### src/rtl/pe_mux_pkg.sv
// Shared types and helpers for the PE stream selector.
// Holds the FSM state encoding and the round-robin scan function.
package pe_mux_pkg;

    localparam int MAX_SEL = 4;
    localparam int MAX_IN  = 1 << MAX_SEL;

    typedef enum logic {
        ST_IDLE,
        ST_LOCKED
    } pe_mux_state_t;

    // First set request at or after ptr, scanning modulo (mask + 1).
    function automatic logic [MAX_SEL-1:0] rr_next(
        input logic [MAX_SEL-1:0] ptr,
        input logic [MAX_IN-1:0]  req,
        input logic [MAX_SEL-1:0] mask
    );
        logic [MAX_SEL-1:0] idx;
        logic               found;
        rr_next = ptr & mask;
        found   = 1'b0;
        for (int i = 0; i < MAX_IN; i++) begin
            idx = (ptr + MAX_SEL'(i)) & mask;
            if (!found && req[idx]) begin
                rr_next = idx;
                found   = 1'b1;
            end
        end
    endfunction

endpackage

### src/rtl/pe_rr_arb.sv
// Combinational round-robin arbiter for the PE stream selector.
// The rotating pointer is owned by the caller.
module pe_rr_arb
    import pe_mux_pkg::*;
#(
    parameter  int SEL_WIDTH = 2,
    localparam int N_IN      = 1 << SEL_WIDTH
) (
    input  logic [N_IN-1:0]      req,
    input  logic [SEL_WIDTH-1:0] ptr,
    output logic [SEL_WIDTH-1:0] gnt,
    output logic                 gnt_vld
);

    localparam logic [MAX_SEL-1:0] MASK = MAX_SEL'(N_IN - 1);

    assign gnt     = SEL_WIDTH'(rr_next(MAX_SEL'(ptr), MAX_IN'(req), MASK));
    assign gnt_vld = |req;

endmodule

### src/rtl/pe_stream_mux.sv
// Registered valid/ready N-to-1 stream selector with packet lock.
// Fixed-select or round-robin grant; output beat is registered.
module pe_stream_mux
    import pe_mux_pkg::*;
#(
    parameter  int WIDTH     = 24,
    parameter  int SEL_WIDTH = 2,
    localparam int N_IN      = 1 << SEL_WIDTH
) (
    input  logic                 clk,
    input  logic                 rst,
    input  logic                 mode_rr,
    input  logic [SEL_WIDTH-1:0] sel,
    input  logic [N_IN-1:0]      in_valid,
    output logic [N_IN-1:0]      in_ready,
    input  logic [WIDTH-1:0]     in_data [N_IN-1:0],
    input  logic [N_IN-1:0]      in_last,
    output logic                 out_valid,
    input  logic                 out_ready,
    output logic [WIDTH-1:0]     out_data,
    output logic                 out_last,
    output logic [SEL_WIDTH-1:0] out_src
);

    pe_mux_state_t        state_q;
    logic [SEL_WIDTH-1:0] lock_idx_q;
    logic [SEL_WIDTH-1:0] ptr_q;
    logic [SEL_WIDTH-1:0] ptr_d;
    logic                 out_valid_q;
    logic [WIDTH-1:0]     out_data_q;
    logic                 out_last_q;
    logic [SEL_WIDTH-1:0] out_src_q;

    logic [SEL_WIDTH-1:0] rr_gnt;
    logic                 rr_vld;
    logic [SEL_WIDTH-1:0] gnt;
    logic                 gnt_vld;
    logic [SEL_WIDTH-1:0] own_idx;
    logic                 locked;
    logic                 load_en;
    logic                 accept;
    logic                 acc_last;

    pe_rr_arb #(
        .SEL_WIDTH (SEL_WIDTH)
    ) u_arb (
        .req     (in_valid),
        .ptr     (ptr_q),
        .gnt     (rr_gnt),
        .gnt_vld (rr_vld)
    );

    always_comb begin
        gnt     = mode_rr ? rr_gnt : sel;
        gnt_vld = mode_rr ? rr_vld : in_valid[sel];
        locked  = (state_q == ST_LOCKED);
        own_idx = locked ? lock_idx_q : gnt;
        load_en = !out_valid_q || out_ready;
        // A locked channel only transfers when it is itself valid.
        accept  = !rst && load_en &&
                  (locked ? in_valid[lock_idx_q] : gnt_vld);
        acc_last = in_last[own_idx];
        ptr_d    = own_idx + SEL_WIDTH'(1);
        in_ready = '0;
        if (!rst && load_en) begin
            in_ready = N_IN'(1) << own_idx;
        end
    end

    always_ff @(posedge clk or posedge rst) begin
        if (rst) begin
            state_q     <= ST_IDLE;
            lock_idx_q  <= '0;
            ptr_q       <= '0;
            out_valid_q <= 1'b0;
            out_data_q  <= '0;
            out_last_q  <= 1'b0;
            out_src_q   <= '0;
        end else begin
            if (accept) begin
                out_valid_q <= 1'b1;
                out_data_q  <= in_data[own_idx];
                out_last_q  <= acc_last;
                out_src_q   <= own_idx;
                if (acc_last && mode_rr) begin
                    ptr_q <= ptr_d;
                end
            end else if (out_ready) begin
                out_valid_q <= 1'b0;
            end
            unique case (state_q)
                ST_IDLE: begin
                    if (accept && !acc_last) begin
                        state_q    <= ST_LOCKED;
                        lock_idx_q <= gnt;
                    end
                end
                ST_LOCKED: begin
                    if (accept && acc_last) begin
                        state_q <= ST_IDLE;
                    end
                end
            endcase
        end
    end

    assign out_valid = out_valid_q;
    assign out_data  = out_data_q;
    assign out_last  = out_last_q;
    assign out_src   = out_src_q;

endmodule

### config.mk
export PLATFORM = sky130hd
export DESIGN_NAME = pe_stream_mux
export DESIGN_NICKNAME = d
export VERILOG_FILES = /design/src/rtl/pe_mux_pkg.sv /design/src/rtl/pe_rr_arb.sv /design/src/rtl/pe_stream_mux.sv
export SDC_FILE = /design/constraint.sdc
export NUM_CORES = 1
export LEC_CHECK = 0
export ABC_AREA = 1
export CORE_MARGIN = 2
export CORE_UTILIZATION = 40
export DETAILED_ROUTE_END_ITERATION = 16
export PLACE_DENSITY = 0.79
export SLEW_MARGIN = 20
export SYNTH_ARGS = -nofsm -noshare
export SYNTH_HDL_FRONTEND = slang
export SYNTH_HIERARCHICAL = 1
export SYNTH_SLANG_ARGS = --single-unit
### constraint.sdc
create_clock -name clk -period 3.4 [get_ports clk]
set_clock_uncertainty 0.1 [all_clocks]
set_input_delay 0.68 -clock clk [delete_from_list [all_inputs] [get_ports clk]]
set_output_delay 0.68 -clock clk [all_outputs]
set_load 0.02 [all_outputs]
### Yosys cells after proc, flatten, opt, wreduce, memory -nomap -nowiden

Index checks and enable logic that the tools add are counted.
W data, S select, Z words.

| operators by class | value |
|---|---|
| add/subtract/negate cells | 16 |
| $mul | 0 |
| divide/modulo/power cells | 0 |
| $lt $le $gt $ge | 19 |
| equality and inequality tests | 0 |
| shifts and indexed selects | 1 |
| mux-type cells | 80 |
| bitwise logic cells | 1 |
| reduce and logical (&&, ||, !) cells | 43 |

Operators with widths:

| operator | count |
|---|---|
| $lt A2 B5 Y1 const B | 16 |
| $bmux W24 S2 | 1 |
| $mux W1 | 40 |
| $bmux W1 S2 | 19 |
| $mux W2 | 17 |
| $mux W24 | 1 |
| $logic_and A1 B1 Y1 | 20 |
| $logic_not A1 Y1 | 18 |
| $add A2 B1 Y2 const B | 8 |
| $add A2 B2 Y2 const B | 8 |
| $lt A2 B3 Y1 const B | 3 |
| $mux W4 | 1 |
| $reduce_and A2 Y1 | 2 |
| $reduce_or A4 Y1 | 1 |
| $shl A1 B2 Y4 const A | 1 |
| $pmux W1 S2 | 1 |
| $reduce_bool A2 Y1 | 1 |
| $logic_or A1 B1 Y1 | 1 |
| $not A1 Y1 | 1 |

| word-level totals | value |
|---|---|
| register bits | 33 |
| latch bits | 0 |
| RAM bits | 0 |
| memory bits (read-only) | 0 |
| output and inout port bits | 32 |
| word-level logic and storage cells | 167 |
| memories | 0 |

### Longest topological paths before layout

Gate-level depths: netlist of the first run.

| logic depth | value |
|---|---|
| word-level depth | 56 |
| gate-level depth with buffers | 21 |

### Hierarchy

Netlist of the first run, hierarchy kept.

Modules (own cells, without submodules):

| module | times used | cells an instance | area each (sq um) | sequential area each (sq um) |
|---|---|---|---|---|
| pe_stream_mux | 1 | 395 | 2701.3 | 825.8 |
| pe_rr_arb | 1 | 63 | 297.8 | 0.0 |

### Worst setup path after synthesis of the first run

No wires, ideal clock.

| path | value |
|---|---|
| path kind | input to output |
| start point | input port in_valid[2] |
| end point | output port in_ready[1] |
| arrival time | 2.320 ns |
| data required time | 2.620 ns |
| path slack | 0.300 ns |
| cell stages on the path | 16 |
| buffers on the path | 2 |
| cell sequence | nand2_1 -> nand2_1 -> nand2_1 -> nand2_2 -> a21oi_2 -> nand3_2 -> o21ai_1 -> nand2_2 -> nand3_4 -> nand2_4 -> buf_8 -> buf_6 -> inv_1 -> ha_1 -> inv_1 -> nor2_1 |

| between the ends | value |
|---|---|
| longest elaborated chain between the ends | 52 |
| elaborated cells between the ends (all ways) | 96 |
| those cells by class | shift (1); mux (65); reduce/logical (30) |

Ends and longest elaborated chain:

| what | line | text |
|---|---|---|
| start: declaration | pe_stream_mux.sv:14 | `input logic [N_IN-1:0] in_valid,` |
| $bmux W1 S2 | pe_mux_pkg.sv:25 | `if (!found && req[idx]) begin` |
| $mux W1 (not written as such) | pe_mux_pkg.sv:25 |  |
| $mux W1 | pe_mux_pkg.sv:25 |  |
| $logic_not A1 Y1 | pe_mux_pkg.sv:25 |  |
| $logic_and A1 B1 Y1 | pe_mux_pkg.sv:25 |  |
| $mux W1 | pe_mux_pkg.sv:25 |  |
| $logic_not A1 Y1 | pe_mux_pkg.sv:25 |  |
| $logic_and A1 B1 Y1 | pe_mux_pkg.sv:25 |  |
| (+38 left out) | n/a |  |
| $logic_and A1 B1 Y1 | pe_mux_pkg.sv:25 |  |
| $mux W2 (*) | pe_mux_pkg.sv:25 |  |
| via rr_gnt[0] | pe_stream_mux.sv:34 | `logic [SEL_WIDTH-1:0] rr_gnt;` |
| $mux W2 (*) | pe_stream_mux.sv:54 | `gnt = mode_rr ? rr_gnt : sel;` |
| $mux W2 (*) | pe_stream_mux.sv:57 | `own_idx = locked ? lock_idx_q : gnt;` |
| via own_idx[0] | pe_stream_mux.sv:38 | `logic [SEL_WIDTH-1:0] own_idx;` |
| $shl A1 B2 Y4 (*) | pe_stream_mux.sv:66 | `in_ready = N_IN'(1) << own_idx;` |
| $mux W4 (*) | pe_stream_mux.sv:65 | `if (!rst && load_en) begin` |
| end: declaration | pe_stream_mux.sv:15 | `output logic [N_IN-1:0] in_ready,` |

Mark *: on every way through the listed nets, which the timed path passes. The rest lies on a longest branch. The select of a mux whose other input is x is not followed.

### Worst setup path after layout of the first run

| path | value |
|---|---|
| start point | input port in_valid[2] |
| end point | output port in_ready[1] |

| between the ends | value |
|---|---|
| longest elaborated chain between the ends | 52 |
| elaborated cells between the ends (all ways) | 96 |
| those cells by class | shift (1); mux (65); reduce/logical (30) |

Ends and longest elaborated chain:

| what | line |
|---|---|
| $bmux W1 S2 | pe_mux_pkg.sv:25 |
| $mux W1 (not written as such) | pe_mux_pkg.sv:25 |
| $mux W1 | pe_mux_pkg.sv:25 |
| $logic_not A1 Y1 | pe_mux_pkg.sv:25 |
| $logic_and A1 B1 Y1 | pe_mux_pkg.sv:25 |
| $mux W1 | pe_mux_pkg.sv:25 |
| $logic_not A1 Y1 | pe_mux_pkg.sv:25 |
| $logic_and A1 B1 Y1 | pe_mux_pkg.sv:25 |
| (+37 left out) | n/a |
| $logic_not A1 Y1 | pe_mux_pkg.sv:25 |
| $logic_and A1 B1 Y1 | pe_mux_pkg.sv:25 |
| $mux W2 (*) | pe_mux_pkg.sv:25 |
| via rr_gnt[1] | pe_stream_mux.sv:34 |
| $mux W2 (*) | pe_stream_mux.sv:54 |
| $mux W2 (*) | pe_stream_mux.sv:57 |
| $shl A1 B2 Y4 (*) | pe_stream_mux.sv:66 |
| $mux W4 (*) | pe_stream_mux.sv:65 |

Marked as above.

==> run_results.csv, run 1 <==
group,metric,value,unit
run_status,outcome,"completed",
timing,timing.hold.ws,0.3814,ns
floorplan,fp.coreArea,0.007253,mm^2
global_routing,grt_max_degree,103,
floorplan,floorplan.rows,31,
power_and_ir_drop,power.switching_fraction,51.68,%
detailed_routing,drtPass1Iterations,4,
placement,io_buffers,141,
detailed_routing,dr.first_iter.drc_count,215,
timing,max_freq,306.2,MHz
floorplan,boundaryPins,142,
synthesis,synth-edff-count,0,
floorplan,dieWidth,90.59,um
setup_path,end_kind,"output pin",
clock_tree,tritoncts_clock_tree,"built",
clock_tree,cts.sinks,33,
detailed_routing,route.detailed.drc,0,
timing,finalCritPeriodShare,96.05,%
detailed_routing,detail_route.wl_per_cell,13.16,um
detailed_routing,vias,3396,
global_routing,grt_pass1_wl,14590,um
timing,setup-tns-final,0,ns
global_routing,grt_pass1_vias,3188,
synthesis,mappedNetlistNets,572,
setup_path,critical_path_peak_fanout,4,
detailed_routing,totalWireLength,9215,um
setup_path,timing.critical_path.cells,"dlygate4sd2_1 > nand2_1 > nand3_2 > nand2_2 > nand3_1 > nand3_1 > nand2_1 > nand2_1 > nand2_1 > nand2_1 > nand2_2 > a21boi_2 > ha_1 > inv_1 > nor2_1 > buf_4",
power_and_ir_drop,sum_of_internal_switching_and_leakage_power,3.751,mW
timing,worst_margin_slew,0.7926,ns
floorplan,design.die.area,0.008207,mm^2
min_path,hp-class,"flip-flop to flip-flop",
power_and_ir_drop,power_density,820.1,mW/mm^2
setup_path,worstSetupPathType,"input port to output pin",
setup_path,critPathRequiredTime,2.62,ns
synthesis,most_used_dff_post_synth,"sky130_fd_sc_hd__dfrtp_1",
setup_path,critical-path-top-cell-by-count,"sky130_fd_sc_hd__nand2_1",
clock_tree,insertion_delay,0.28,ns
clock_tree,clk_transition_reported_paths,0.07,ns
run,timing.max_cap.violations,0,
power_and_ir_drop,clock_power_share,7.8,%
detailed_routing,final_antenna_net_count,0,
setup_path,path_buf_inv,3,
power_and_ir_drop,sequential_power_share,19.0,%
synthesis,ys_ff_latch,33,
setup_path,arrival,2.49,ns
power_and_ir_drop,p_int,1.812,mW
layout,fillers,687,
placement,gpl.final_weighted_congestion,0.9498,
floorplan,die_h,90.59,um
power_and_ir_drop,power_spent_charging_and_discharging_nets,1.938,mW
global_routing,grt_overflow,0,
clock_tree,clockRootBuffer,"sky130_fd_sc_hd__clkbuf_8",
synthesis,synthMostInstantiatedCell,"sky130_fd_sc_hd__nand2_1",
synthesis,ys_warn_count,6,
setup_path,critPathSlowestCell,"sky130_fd_sc_hd__dlygate4sd2_1",
clock_tree,cts_htree_levels,2,
global_routing,gr-usage-all-layers,21.72,%
power_and_ir_drop,leakage,2.330,nW
synthesis,ys_async_sr_fraction,100.0,%
clock_tree,clock_tree.buffer_depth,2,
synthesis,netlist_top_cells_count,"182 x sky130_fd_sc_hd__nand2_1, 71 x sky130_fd_sc_hd__inv_1, 33 x sky130_fd_sc_hd__dfrtp_1, 25 x sky130_fd_sc_hd__a21oi_1, 24 x sky130_fd_sc_hd__o211ai_2",
synthesis,synth_sequential_area_ratio,27.53,%
power_and_ir_drop,vdd.ir_drop.worst,0.0005641,V
timing,timing.final.max_slew_violations,0,
layout,fraction_of_final_layout_cells_sized_beyond_drive_strength_1,15.14,%
placement,dp_hpwl,7117,um
timing,setup_viol,0,
layout,areaGrowthSynthToFinish,52.48,%
timing,relSlewSlack,47.16,%
timing,fin_crit,3.266,ns
synthesis,post_synth_main_area_contributors,"sky130_fd_sc_hd__dfrtp_1 28%, sky130_fd_sc_hd__nand2_1 23%, sky130_fd_sc_hd__o211ai_2 10%, sky130_fd_sc_hd__inv_1 8.9%, sky130_fd_sc_hd__a21oi_1 4.2%",
setup_path,slowest_delay,0.27,ns
synthesis,postSynthAreaPerCell,6.548,um^2
synthesis,synthesis.instances,458,
synthesis,cell_area_after_synthesis,0.002999,mm^2
timing,final_hold_viol_count,0,
layout,finalNetCount,714,
setup_path,critical_path.startpoint_type,"input port",
floorplan,starting_density,41.35,%
synthesis,yosysUniqueCellTypes,27,
global_routing,antenna_violations_before_repair,0,
synthesis,synthDominantAreaCellType,"sky130_fd_sc_hd__dfrtp_1",
power_and_ir_drop,power.combinational.fraction,73.2,%
setup_path,worst_path_dominant_cell_family,"simple AND/OR/NAND/NOR gates",
layout,antenna_cells,0,
clock_tree,tritoncts.num_buffers,5,
detailed_routing,drt-vias-per-instance,4.851,
synthesis,synthDominantCellAreaShare,27.53,%
==> state kept, by name, indices dropped and copies added, names as in the netlist, named ones only <==
signal,cells
out_data,24
out_valid,1
lock_idx_q,2
out_last,1
ptr_q,2
out_src,2
==> path summary, 6_finish.rpt <==
| path | startpoint | end | slack [ns] | cells after the start |
|---|---|---|---|---|
| worst max-delay path | in_valid[2] | in_ready[1] | 0.13 | 16 |
| worst min-delay path | out_data[10] | out_data[10] | 0.38 | 2 |
| worst max register to register | ptr_q[0] | out_data[22] | 0.45 | 18 |
| worst min register to register | out_data[10] | out_data[10] | 0.38 | 2 |
| max in group asynchronous | rst | ptr_q[1] | 2.12 | 3 |
| min in group asynchronous | rst | out_valid | 0.74 | 3 |
==> timing repair <==
action	4_1_cts	5_1_grt
resized for setup	29	8
setup endpoints to repair	15	20
buffers inserted	1	2
pin swaps	1	2
hold buffers	0	0
==> final cells by class <==
| class | count | area (um^2) | share of cell area, % |
|---|---|---|---|
| Clock buffer | 5 | 68.82 | 1.505 |
| Tap cell | 99 | 123.9 | 2.709 |
| Multi-Input combinational cell | 327 | 1724 | 37.70 |
| Clock inverter | 3 | 17.52 | 0.3830 |
| Sequential cell | 33 | 828.3 | 18.11 |
| Inverter | 75 | 284.0 | 6.211 |
| Timing Repair Buffer | 158 | 1526 | 33.38 |
==> per-layer routing <==
metal / global-route usage [%] / wire length [um]
met1: 25.90 / 3641
met2: 36.94 / 4569
met3: 6.010 / 738
met4: 8.590 / 266
met5: 0 / 0
==> stage by stage <==
step           setup slack [ns]  util, %  instance area (um^2)  std cells
2_1_floorplan            0.3002        -                  2999        458
6_report                 0.1342    63.05                  4573        700
4_1_cts                  0.1788    62.64                  4543        698
3_5_place_dp            -0.6322    61.24                  4442        689
5_1_grt               -0.002855    63.05                  4573        700
3_3_place_gp            -0.4690    61.24                  4442        689
==> tightest hold or removal path: cells and delay by family (launching register included) <==
| kind | cells | cell delay (ns) |
|---|---|---|
| and+or+nand+nor | 2 | 0.11 |
| DFF | 1 | 0.34 |
==> cells by family after synthesis <==
family,after synthesis,synth area share [%]
AO/OA/AOI/OAI,82,19.98
flip-flops,33,27.53
adder cells (fa/ha/maj),4,1.669
XOR/XNOR,1,0.2921
buffers and inverters,98,16.06
AND/OR/NAND/NOR,240,34.46
==> power by group through the flow <==
stage                     Clock (mW)  Combinational (mW)  Sequential [mW]
after floorplan                    0                1.83            0.889
after global placement             0                2.61            0.703
after detailed placement           0                2.69            0.707
after CTS                      0.304                2.72            0.705
after global routing           0.322                3.03            0.734
final                          0.293                2.75            0.711
==> layout by cell type, fill, tap and decap left out, types with 2 or more instances in the layout <==
cell type | synthesis | routed
sky130_fd_sc_hd__o211ai_2 | 24 | 24
sky130_fd_sc_hd__dlygate4sd2_1 | 0 | 3
sky130_fd_sc_hd__nand2_1 | 182 | 179
sky130_fd_sc_hd__o21ai_0 | 20 | 20
sky130_fd_sc_hd__o21ai_1 | 10 | 9
sky130_fd_sc_hd__nand3_1 | 20 | 17
sky130_fd_sc_hd__nand2_2 | 15 | 18
sky130_fd_sc_hd__inv_1 | 71 | 70
sky130_fd_sc_hd__clkinv_2 | 0 | 2
sky130_fd_sc_hd__dfrtp_1 | 33 | 31
sky130_fd_sc_hd__nand3_2 | 2 | 5
sky130_fd_sc_hd__clkdlybuf4s50_1 | 0 | 133
sky130_fd_sc_hd__nand3b_1 | 3 | 3
sky130_fd_sc_hd__dfrtp_2 | 0 | 2
sky130_fd_sc_hd__ha_1 | 4 | 4
sky130_fd_sc_hd__nand4_1 | 4 | 4
sky130_fd_sc_hd__buf_4 | 2 | 19
sky130_fd_sc_hd__nor2_1 | 10 | 9
sky130_fd_sc_hd__nand2_4 | 3 | 3
sky130_fd_sc_hd__a21oi_1 | 25 | 25
sky130_fd_sc_hd__clkbuf_8 | 0 | 5
sky130_fd_sc_hd__inv_2 | 4 | 4
Power figures use the tool's default switching activity.
==> run 2, diff against run 1 <==
Settings changed: PLACE_DENSITY 0.79 to 0.82, SYNTH_HIERARCHICAL 1 to unset.
==> run 2 against run 1 <==
  * Fmax rose by 1.4%
  * Count of clock-buffer cells in the layout stayed put
  * Die area shrank 13%
  * Largest power group unchanged
  * Global-route usage grew 1.6 points
  * Design area shrank 7.4%
  * First-iteration DRC count is 15% higher
  * Synthesized area decreased by 14%
  * Synthesized cell count is 8.5% lower
  * Flip-flop and latch count unchanged
  * Non-clock buffer count is 8 higher
  * Cell count is 7.4% lower
==> run_results.csv, run 2 <==
group,metric,value,unit
run_status,outcome,"completed",
placement,dpl-instance-area,0.004138,mm^2
layout,area.sequential,827.0,um^2
power_and_ir_drop,power_density,828.9,mW/mm^2
timing,timing.hold.ws,0.3799,ns
placement,io_buffers,141,
layout,finalNetCount,684,
synthesis,most_used_dff_post_synth,"sky130_fd_sc_hd__dfrtp_1",
setup_path,end_kind,"output pin",
placement,dp_hpwl,6605,um
clock_tree,tritoncts_clock_tree,"built",
synthesis,ys_async_sr_fraction,100.0,%
layout,multi_input_area,0.001543,mm^2
synthesis,synth_sequential_area_ratio,31.84,%
timing,setup-tns-final,0,ns
layout,antenna_cells,0,
global_routing,gr-usage-all-layers,23.35,%
layout,mostFrequentLayoutCells,"206 x sky130_fd_sc_hd__nand2_1, 133 x sky130_fd_sc_hd__clkdlybuf4s50_1, 79 x sky130_fd_sc_hd__nand3_1, 32 x sky130_fd_sc_hd__dfrtp_1, 27 x sky130_fd_sc_hd__buf_4",
layout,stdcell_area,0.004233,mm^2
clock_tree,clockRootBuffer,"sky130_fd_sc_hd__clkbuf_8",
timing,relSlewSlack,51.83,%
setup_path,critPathSlowestCell,"sky130_fd_sc_hd__dlygate4sd2_1",
layout,fin_cells,648,
synthesis,yosysUniqueCellTypes,25,
synthesis,synthDominantAreaCellType,"sky130_fd_sc_hd__dfrtp_1",
floorplan,floorplan.rows,29,
setup_path,worstSetupPathType,"input port to output pin",
power_and_ir_drop,sum_of_internal_switching_and_leakage_power,3.509,mW
timing,worst_margin_slew,0.7150,ns
floorplan,design.die.area,0.007144,mm^2
placement,dpl_worst_slack,-0.4331,ns
detailed_routing,met3WireLength,729,um
min_path,hp-class,"flip-flop to flip-flop",
clock_tree,clk_transition_reported_paths,0.07,ns
synthesis,postSynthAreaPerCell,6.190,um^2
setup_path,worst_path_dominant_cell_family,"simple AND/OR/NAND/NOR gates",
timing,final_hold_viol_count,0,
clock_tree,tritoncts.num_buffers,5,
global_routing,grt_pass1_vias,2974,
layout,fillers,561,
synthesis,ys_warn_count,0,
setup_path,critical_path.startpoint_type,"input port",
placement,dp_cells,638,
setup_path,critical-path-top-cell-by-count,"sky130_fd_sc_hd__nand2_1",
floorplan,dieWidth,84.53,um
synthesis,post_synth_main_area_contributors,"sky130_fd_sc_hd__dfrtp_1 32%, sky130_fd_sc_hd__nand2_1 31%, sky130_fd_sc_hd__nand3_1 15%, sky130_fd_sc_hd__buf_6 3.0%, sky130_fd_sc_hd__inv_1 3.0%",
floorplan,boundaryPins,142,
detailed_routing,final_antenna_net_count,0,
floorplan,starting_density,41.08,%
placement,gpl.final_weighted_congestion,0.9034,
setup_path,arrival,2.44,ns
clock_tree,cts_htree_levels,2,
global_routing,grt_overflow,0,
detailed_routing,top_layer_used,"met4",
global_routing,grt_max_degree,47,
detailed_routing,route.detailed.drc,0,
detailed_routing,detail_route.wirelength.met1,3538,um
detailed_routing,dr.first_iter.drc_count,248,
setup_path,critical_path_peak_fanout,4,
timing,setup_viol,0,
layout,areaGrowthSynthToFinish,63.19,%
detailed_routing,totalWireLength,8664,um
setup_path,timing.critical_path.cells,"dlygate4sd2_1 > nand2_2 > nand3_1 > nand2_2 > inv_2 > nor2_4 > nand3_1 > nand2_1 > inv_1 > nand2_1 > nand2_1 > nand2_1 > nand2_2 > ha_1 > inv_1 > nor2_1 > buf_2",
power_and_ir_drop,vdd.ir_drop.worst,0.0008632,V
floorplan,fp.coreArea,0.006314,mm^2
setup_path,critPathRequiredTime,2.62,ns
layout,layout.core_utilization,67.04,%
timing,fin_crit,3.221,ns
global_routing,grt_pass1_wl,13710,um
setup_path,slowest_delay,0.29,ns
detailed_routing,drtPass1Iterations,4,
detailed_routing,detail_route.wl_per_cell,13.37,um
synthesis,synth-edff-count,0,
synthesis,ys_ff_latch,33,
layout,final_common_cell,"sky130_fd_sc_hd__nand2_1",
synthesis,netlist_top_cells_count,"211 x sky130_fd_sc_hd__nand2_1, 79 x sky130_fd_sc_hd__nand3_1, 33 x sky130_fd_sc_hd__dfrtp_1, 21 x sky130_fd_sc_hd__inv_1, 10 x sky130_fd_sc_hd__buf_2",
synthesis,synthesis.instances,419,
clock_tree,insertion_delay,0.28,ns
timing,timing.final.ws_setup,0.1792,ns
synthesis,cell_area_after_synthesis,0.002594,mm^2
clock_tree,clock_tree.buffer_depth,2,
layout,largest_register_ff_count,24,
layout,fraction_of_final_layout_cells_sized_beyond_drive_strength_1,11.03,%
floorplan,die_h,84.53,um
setup_path,path_buf_inv,5,
timing,timing.final.max_slew_violations,0,
synthesis,synthDominantCellAreaShare,31.84,%
power_and_ir_drop,leakage,2.071,nW
timing,finalCritPeriodShare,94.73,%
synthesis,synthMostInstantiatedCell,"sky130_fd_sc_hd__nand2_1",
global_routing,antenna_violations_before_repair,0,
detailed_routing,drt-vias-per-instance,4.961,
detailed_routing,route.met2.wl,4300,um
synthesis,mappedNetlistNets,533,
detailed_routing,vias,3215,
clock_tree,cts.sinks,33,
timing,max_freq,310.5,MHz
run,timing.max_cap.violations,0,
-- run 2: changes by cell type after synthesis, sizes merged, moves of 2 or more --
| cell | delta |
|---|---|
| a31oi | +2 |
| buf | -4 |
| clkbuf | +3 |
| o211ai | -16 |
| nand3 | +59 |
| nor2 | -3 |
| inv | -49 |
| nand2 | +19 |
| nand3b | -3 |
| a21oi | -23 |
| o21ai | -24 |
| nand4 | -2 |
-- run 2: area by class of cell --
| type | instances | area share, % |
|---|---|---|
| clock buffers | 5 | 1.626 |
| clock inverters | 3 | 0.4138 |
| inverters | 27 | 2.394 |
| multi-input cells | 337 | 36.45 |
| flip-flops and latches | 33 | 19.54 |
| well taps | 77 | 2.276 |
| repair buffers | 166 | 37.30 |
-- run 2: kinds of logic (layout without fill, tap and decap cells) --
| group | count (synthesis) | after routing | synth area share, % |
|---|---|---|---|
| AO/OA/AOI/OAI | 22 | 22 | 5.403 |
| adder cells (fa/ha/maj) | 4 | 4 | 1.930 |
| flip-flops | 33 | 33 | 31.84 |
| AND/OR/NAND/NOR | 311 | 311 | 51.09 |
| buffers and inverters | 49 | 201 | 9.745 |
-- run 2: per-layer routing --
layer | global-route usage [%] | vias up
li1 | - | 1637
met1 | 28.04 | 1434
met2 | 42.16 | 132
met3 | 6.195 | 12
met4 | 4.473 | 0
met5 | 0 | -
-- run 2: worst paths after layout --
kind | end | from | slack (ns) | depth (start not counted)
max in group asynchronous | ptr_q[0] | rst | 2.12 | 3
min in group asynchronous | out_data[2] | rst | 0.76 | 3
max reg2reg | ptr_q[1] | ptr_q[0] | 0.49 | 22
min reg2reg | out_data[7] | out_data[7] | 0.38 | 2
min | out_data[7] | out_data[7] | 0.38 | 2
max | in_ready[3] | in_valid[0] | 0.18 | 17
-- run 2: power by group --
part / switching (mW) / total [mW] / internal (mW)
Clock: 0.149 / 0.290 / 0.141
Combinational: 1.48 / 2.50 / 1.01
Sequential: 0.134 / 0.721 / 0.587
Total: 1.77 / 3.51 / 1.74
-- run 2: worst register-to-register path, cell delays in order (launching register included) --
cell and delay [ns]:
sky130_fd_sc_hd__dfrtp_2 0.49, sky130_fd_sc_hd__inv_2 0.17, sky130_fd_sc_hd__nand2_1 0.09, sky130_fd_sc_hd__nand2_2 0.09, sky130_fd_sc_hd__nand2_1 0.07, sky130_fd_sc_hd__nand2_2 0.13, sky130_fd_sc_hd__nand2_1 0.07, sky130_fd_sc_hd__nand2_1 0.07
sky130_fd_sc_hd__nand2_1 0.06, sky130_fd_sc_hd__nand2_1 0.06, sky130_fd_sc_hd__nand2_1 0.06, sky130_fd_sc_hd__nand2_1 0.07, sky130_fd_sc_hd__nand3_2 0.10, sky130_fd_sc_hd__nand2_4 0.10, sky130_fd_sc_hd__buf_4 0.11, sky130_fd_sc_hd__buf_4 0.40
sky130_fd_sc_hd__nand2_1 0.11, sky130_fd_sc_hd__nand3_1 0.10, sky130_fd_sc_hd__nand2_2 0.10, sky130_fd_sc_hd__inv_2 0.08, sky130_fd_sc_hd__nand2_1 0.07, sky130_fd_sc_hd__nand2_1 0.08, sky130_fd_sc_hd__nand2_1 0.05
-- run 2: what timing repair did --
item	CTS	global route
gates resized for setup	23	5
hold buffers	0	0
setup buffers	1	1
pin swaps	2	2
endpoints found under the setup margin	4	4
